--- src/rtl/pipeline_hazard_ctrl.sv ---
// Stall/flush controller for the 5-stage 16-bit pipeline: freezes, bubbles and flushes
// the pipeline registers, steers the PC and drains the pipeline into a sticky halt on HLT.
module pipeline_hazard_ctrl #(
  parameter int REG_BITS     = 4,
  parameter int DRAIN_CYCLES = 3
) (
  input  logic                clk,
  input  logic                rst,
  input  logic [REG_BITS-1:0] ID_rs1,
  input  logic [REG_BITS-1:0] ID_rs2,
  input  logic                ID_uses_rs1,
  input  logic                ID_uses_rs2,
  input  logic                ID_branch_taken,
  input  logic                ID_halt,
  input  logic                EX_memread,
  input  logic [REG_BITS-1:0] EX_rd,
  input  logic                imem_stall,
  input  logic                dmem_stall,
  output logic                PC_en,
  output logic                PC_sel_branch,
  output logic                IF_ID_en,
  output logic                IF_ID_flush,
  output logic                ID_EX_en,
  output logic                ID_EX_flush,
  output logic                EX_MEM_en,
  output logic                MEM_WB_en,
  output logic                halted
);

  localparam int CNT_W = (DRAIN_CYCLES < 1) ? 1 : $clog2(DRAIN_CYCLES + 1);

  typedef enum logic [1:0] {
    ST_RUN,
    ST_DRAIN,
    ST_HALTED
  } state_t;

  state_t             r_state;
  state_t             w_stateNext;
  logic               r_redirectPend;
  logic               w_redirectPendNext;
  logic [CNT_W-1:0]   r_drainCnt;
  logic [CNT_W-1:0]   w_drainCntNext;
  logic               r_halted;
  logic               w_haltedNext;
  logic               w_loadUse;

  // Register 0 is hardwired to zero, so a load targeting it never creates a hazard.
  assign w_loadUse = EX_memread && (EX_rd != '0) &&
                     ((ID_uses_rs1 && (EX_rd == ID_rs1)) ||
                      (ID_uses_rs2 && (EX_rd == ID_rs2)));

  always_ff @(posedge clk) begin
    if (rst) begin
      r_state        <= ST_RUN;
      r_redirectPend <= 1'b0;
      r_drainCnt     <= '0;
      r_halted       <= 1'b0;
    end else begin
      r_state        <= w_stateNext;
      r_redirectPend <= w_redirectPendNext;
      r_drainCnt     <= w_drainCntNext;
      r_halted       <= w_haltedNext;
    end
  end

  always_comb begin
    PC_en              = 1'b0;
    PC_sel_branch      = 1'b0;
    IF_ID_en           = 1'b0;
    IF_ID_flush        = 1'b0;
    ID_EX_en           = 1'b0;
    ID_EX_flush        = 1'b0;
    EX_MEM_en          = 1'b0;
    MEM_WB_en          = 1'b0;
    halted             = 1'b0;
    w_stateNext        = r_state;
    w_redirectPendNext = r_redirectPend;
    w_drainCntNext     = r_drainCnt;
    w_haltedNext       = r_halted;

    if (!rst) begin
      halted = r_halted;
      unique case (r_state)
        ST_RUN: begin
          if (dmem_stall) begin
            // Full freeze; branch/HLT in ID simply wait.
          end else if (imem_stall) begin
            ID_EX_en  = 1'b1;
            EX_MEM_en = 1'b1;
            MEM_WB_en = 1'b1;
            if (w_loadUse) begin
              ID_EX_flush = 1'b1;
            end else begin
              // A HLT must stay in ID, so only feed a NOP into ID when no HLT sits there.
              IF_ID_en    = !ID_halt;
              IF_ID_flush = !ID_halt;
              if (ID_branch_taken) begin
                PC_en              = 1'b1;
                PC_sel_branch      = 1'b1;
                w_redirectPendNext = 1'b1;
              end
            end
          end else begin
            ID_EX_en  = 1'b1;
            EX_MEM_en = 1'b1;
            MEM_WB_en = 1'b1;
            if (w_loadUse) begin
              // ID/IF hold; a pending wrong-path discard is kept until IF/ID can be written.
              ID_EX_flush = 1'b1;
            end else begin
              IF_ID_en           = 1'b1;
              IF_ID_flush        = r_redirectPend;
              w_redirectPendNext = 1'b0;
              if (ID_branch_taken) begin
                PC_en         = 1'b1;
                PC_sel_branch = 1'b1;
                IF_ID_flush   = 1'b1;
              end else if (ID_halt) begin
                IF_ID_flush    = 1'b1;
                w_stateNext    = ST_DRAIN;
                w_drainCntNext = CNT_W'(DRAIN_CYCLES);
              end else begin
                PC_en = 1'b1;
              end
            end
          end
        end

        ST_DRAIN: begin
          IF_ID_en    = 1'b1;
          IF_ID_flush = 1'b1;
          if (!dmem_stall) begin
            ID_EX_en       = 1'b1;
            EX_MEM_en      = 1'b1;
            MEM_WB_en      = 1'b1;
            w_drainCntNext = r_drainCnt - 1'b1;
            if (r_drainCnt <= CNT_W'(1)) begin
              w_stateNext    = ST_HALTED;
              w_haltedNext   = 1'b1;
              w_drainCntNext = '0;
            end
          end
        end

        ST_HALTED: begin
          halted = 1'b1;
        end

        default: begin
          w_stateNext = ST_RUN;
        end
      endcase
    end
  end

endmodule

--- config.mk ---
export PLATFORM = sky130hd
export DESIGN_NAME = pipeline_hazard_ctrl
export DESIGN_NICKNAME = d
export VERILOG_FILES = /design/src/rtl/pipeline_hazard_ctrl.sv
export SDC_FILE = /design/constraint.sdc
export NUM_CORES = 1
export LEC_CHECK = 0
export ABC_AREA = 1
export CAP_MARGIN = 15
export CORE_MARGIN = 2
export CORE_UTILIZATION = 40
export DETAILED_ROUTE_END_ITERATION = 7
export PLACE_DENSITY = 0.85
export SLEW_MARGIN = 10
export SYNTH_ARGS = -nofsm -noshare
export SYNTH_HDL_FRONTEND = slang
export SYNTH_SLANG_ARGS = --single-unit
--- constraint.sdc ---
create_clock -name clk -period 2.6 [get_ports clk]
set_input_delay 0.26 -clock clk [delete_from_list [all_inputs] [get_ports clk]]
set_output_delay 0.26 -clock clk [all_outputs]
set_load 0.02 [all_outputs]
==> results.txt, run 1 <==
The flow ran to the end, and the final reports show no timing, DRC or antenna violations. The CTS H-tree depth came out at 1. The number of maximum-capacitance violations is 0.

The detailed router used layers up to and including met4. TritonCTS built the clock tree. 30 I/O pins were placed.

The detail-routed net length per standard cell came out at roughly 10 um. The final non-filler cell total came out at 144. The initial antenna violation count is 0. The HPWL after detailed placement is 1.23 mm. The via count of the first global-routing pass is approximately 670.

Data on the critical path is required at its endpoint by 2340 ps. The clock transition time at the flip-flop clock pins of the worst setup and hold paths is ~50 ps. The critical path startpoint is EX_rd[1].

The highest fanout seen on the critical path came out at 6. The number of core rows is 13. In this run the most critical hold path is launched from r_halted. On the worst path, the slowest cell contributes a delay of around 650 ps. The ratio of total power to cell area came out at 359 nW/um^2. The arrival time at the worst endpoint is 2190 ps. The number of vias in the routed layout is 699. The cell at the root of the clock tree is clkbuf_4. The floorplan step set the die height to 41.5 um. The final hold violation count is 0. The total of buffers placed on input and output ports is 29. The total power draw came out at ~320 uW. The number of buffers and inverters on the critical path is 3. The maximum clock rate is 409 MHz. The worst setup path is of the primary input to primary output kind. The max-slew violation count is 0. The number of post-CTS setup repair buffers is 0. The transition time of the tightest slew-check pin is about 340 ps. The final layout contains 152 nets. 0 antenna diodes ended up in the layout.

The maximum number of pins on one net before global-route repair came out at 10. The worst ir drop on vdd is between 0.3 and 0.4 mV. Sorting the synthesized cells by area gives the leading types as dfxtp_1 (21%), nand2_1 (16%), inv_1 (11%).

The relative slew slack is 77.1%. The number of synthesized register bits came out at 6. The aggregate negative setup slack came out at 0 ps. The core footprint is around 1300 um^2. The part of the cycle the worst path needs came out at 94.1%. Detailed routing placed a total of 706 um of wire on met2.

The area of the die came out at about 1700 um^2. The reg-to-reg startpoint is r_state[1]. The final weighted congestion in routability-driven placement is 0.824. The element type at the critical path end is a primary output.

The category of cells accounting for the largest share of critical-path delay is buffers and inverters. The total of hold buffers inserted after clock tree synthesis came out at 0. The number of nets with antenna violations after routing came out at 0. Global routing finished with a remaining overflow of 0.

The nature of the critical path startpoint is a primary input. The worst setup slack after layout is 154 ps. The synthesized net count is 120. Setup repair after global routing left no endpoint under its margin. The remaining routing DRC violations is 0.

Among all stages on the critical path, the largest delay is contributed by clkdlybuf4s50_1. The total of cells resized after clock tree synthesis came out at 0. The width of the chip is 41.5 um. The post-synth design cell area is 563 um^2.

The maximum clock skew at final layout came out at about 8.1 ps. The share of final-layout standard cells stronger than drive strength 1 came out at 8.53%. At the placement stage, the worst setup path has a slack of 173 ps. The insertion delay to the later sink of the worst-skew pair came out at 260 ps. The detailed-route vias per instance is 4.85.

The number of distinct library cell variants in the gate-level netlist after synthesis came out at 20. Once the floorplan was initialized, standard cells occupied 43.3% of the core. The leakage component of the power is a little under 0.4 nW. The detailed-route wire length is approximately 1.5 mm.

The overall global routing resource usage came out at 19.0%. Counting every sink on the clock net gives 6. Summing all placed instances gives a cell area of 861 um^2. The first routing iteration left 11 violations.

The clock buffer count from CTS came out at 3. For this block, wires on met1 add up to between 600 and 700 um. The cell taking the most area after synthesis is dfxtp_1. The first-pass detailed-route iteration total is 4. The setup violation total in the final timing report is 0.

The wire length of the first global-routing pass is between 2 and 3 mm. The post-synthesis to final-layout area growth is 56.9%. Detailed routing placed a total of 126 um of wire on met3.

The per-instance average area after synthesis came out at 5.69 um^2. The area share of the largest cell type after synthesis is 21.3%. The fraction of the yosys area taken by sequential cells came out at 21.3%. For the finished layout, the period the worst path requires is approximately 2400 ps. The number of placed instances, taps included, is 141.

The min-delay analysis places its worst path in the category flop to flop. The cell area after layout came out at 883 um^2. For this run, the number of Yosys warnings is 0.

The maximum root-to-sink buffer count came out at 2. The post-synthesis cell count came out at 99. Walking the worst path, the cells encountered are clkdlybuf4s50_1 > inv_2 > nand2_1 > nand2_1 > nor2_1 > nand3_1 > nand2_2 > nand2_2 > nor4_1 > clkdlybuf4s50_1.
## final timing paths
kind / cells past startpoint / slack (ps) / to
min reg2reg: 2 / 470 / r_halted
max: 10 / 150 / ID_EX_flush
min: 2 / 470 / r_halted
max reg2reg: 5 / 1360 / r_drainCnt[0]
## kinds of logic after synthesis
family	Yosys count	share of synthesized area [%]
buffers and inverters	21	15.3
flip-flops	6	21.3
AND/OR/NAND/NOR	56	46.2
AO/OA/AOI/OAI	14	14.0
XOR/XNOR	2	3.11
## final cells by class
class                   instances  area, um^2
fillers                       124         418
multi-input cells              72         357
repair buffers                 30         298
flip-flops and latches          6         120
inverters                      18        67.6
clock buffers                   3        22.5
well taps                      15        18.8
## layer usage
metal	vias up	global-route usage [%]
met3	4	8.26
met4	0	6.45
met2	32	31.3
met1	293	21.8
li1	370	-
met5	-	0
## synthesized netlist by cell type
master and count:
o21ai_0 2, nand2_1 24, inv_2 1, dfxtp_1 6, nor2_1 14, nand3_1 8
a21boi_2 1, inv_1 17, nand3_4 1, xnor2_1 2, nand3_2 1, nor4_1 1
nand3b_1 1, o21bai_1 1, clkbuf_1 1, a21oi_1 10, buf_4 2, nor3_1 1
nand2_2 3, nand4_1 2
## power by group
group | internal (mW) | switching, mW
Clock | 0.0527 | 0.0410
Sequential | 0.0978 | 0.00362
Combinational | 0.0626 | 0.0598
## layout by cell type, fill, tap and decap left out, drive strengths merged
cell type / instances
clkbuf: 3
nor4: 1
nand3b: 1
xnor2: 2
a21oi: 10
o21bai: 1
a21boi: 1
buf: 1
dfxtp: 6
clkdlybuf4s50: 29
nand3: 10
nand4: 2
o21ai: 2
nor3: 1
nor2: 14
nand2: 27
inv: 18
## per-stage QoR
stage               util, %  hold WS, ps
global route           67.9          495
floorplan                 -          411
global placement       66.2          447
CTS                    67.9          473
detailed placement     66.2          469
finish                 67.9          474
## registers in the layout, indices dropped and copies added (netlist names)
signal / cells
r_drainCnt: 2
r_halted: 1
r_redirectPend: 1
r_state: 2
## tightest hold or removal path, delay by kind of cell (launching register included)
family,cells,cell delay [ps]
AO/OA/AOI/OAI,1,70
buffers and inverters,1,70
flip-flops,1,290
(Power assumes the default switching activity.)
==> inputs of run 2 (changes only) <==
--- a/config.mk
+++ b/config.mk
@@ -11,6 +11,7 @@
 export CORE_UTILIZATION = 40
 export DETAILED_ROUTE_END_ITERATION = 7
 export PLACE_DENSITY = 0.85
+export SKIP_CTS_REPAIR_TIMING = 1
 export SLEW_MARGIN = 10
 export SYNTH_ARGS = -nofsm -noshare
 export SYNTH_HDL_FRONTEND = slang
==> results of run 2 <==
No change in the layout: final DEF, timing and power equal those of run 1.
==> inputs of run 3 (changes only) <==
--- a/config.mk
+++ b/config.mk
@@ -9,6 +9,7 @@
 export CAP_MARGIN = 15
 export CORE_MARGIN = 2
 export CORE_UTILIZATION = 40
+export CTS_CLUSTER_DIAMETER = 60
 export DETAILED_ROUTE_END_ITERATION = 7
 export PLACE_DENSITY = 0.85
 export SKIP_CTS_REPAIR_TIMING = 1
@@ -16,3 +17,4 @@
 export SYNTH_ARGS = -nofsm -noshare
 export SYNTH_HDL_FRONTEND = slang
 export SYNTH_SLANG_ARGS = --single-unit
+export TNS_END_PERCENT = 5
==> results of run 3 <==
No change in the layout: final DEF, timing and power equal those of run 1.
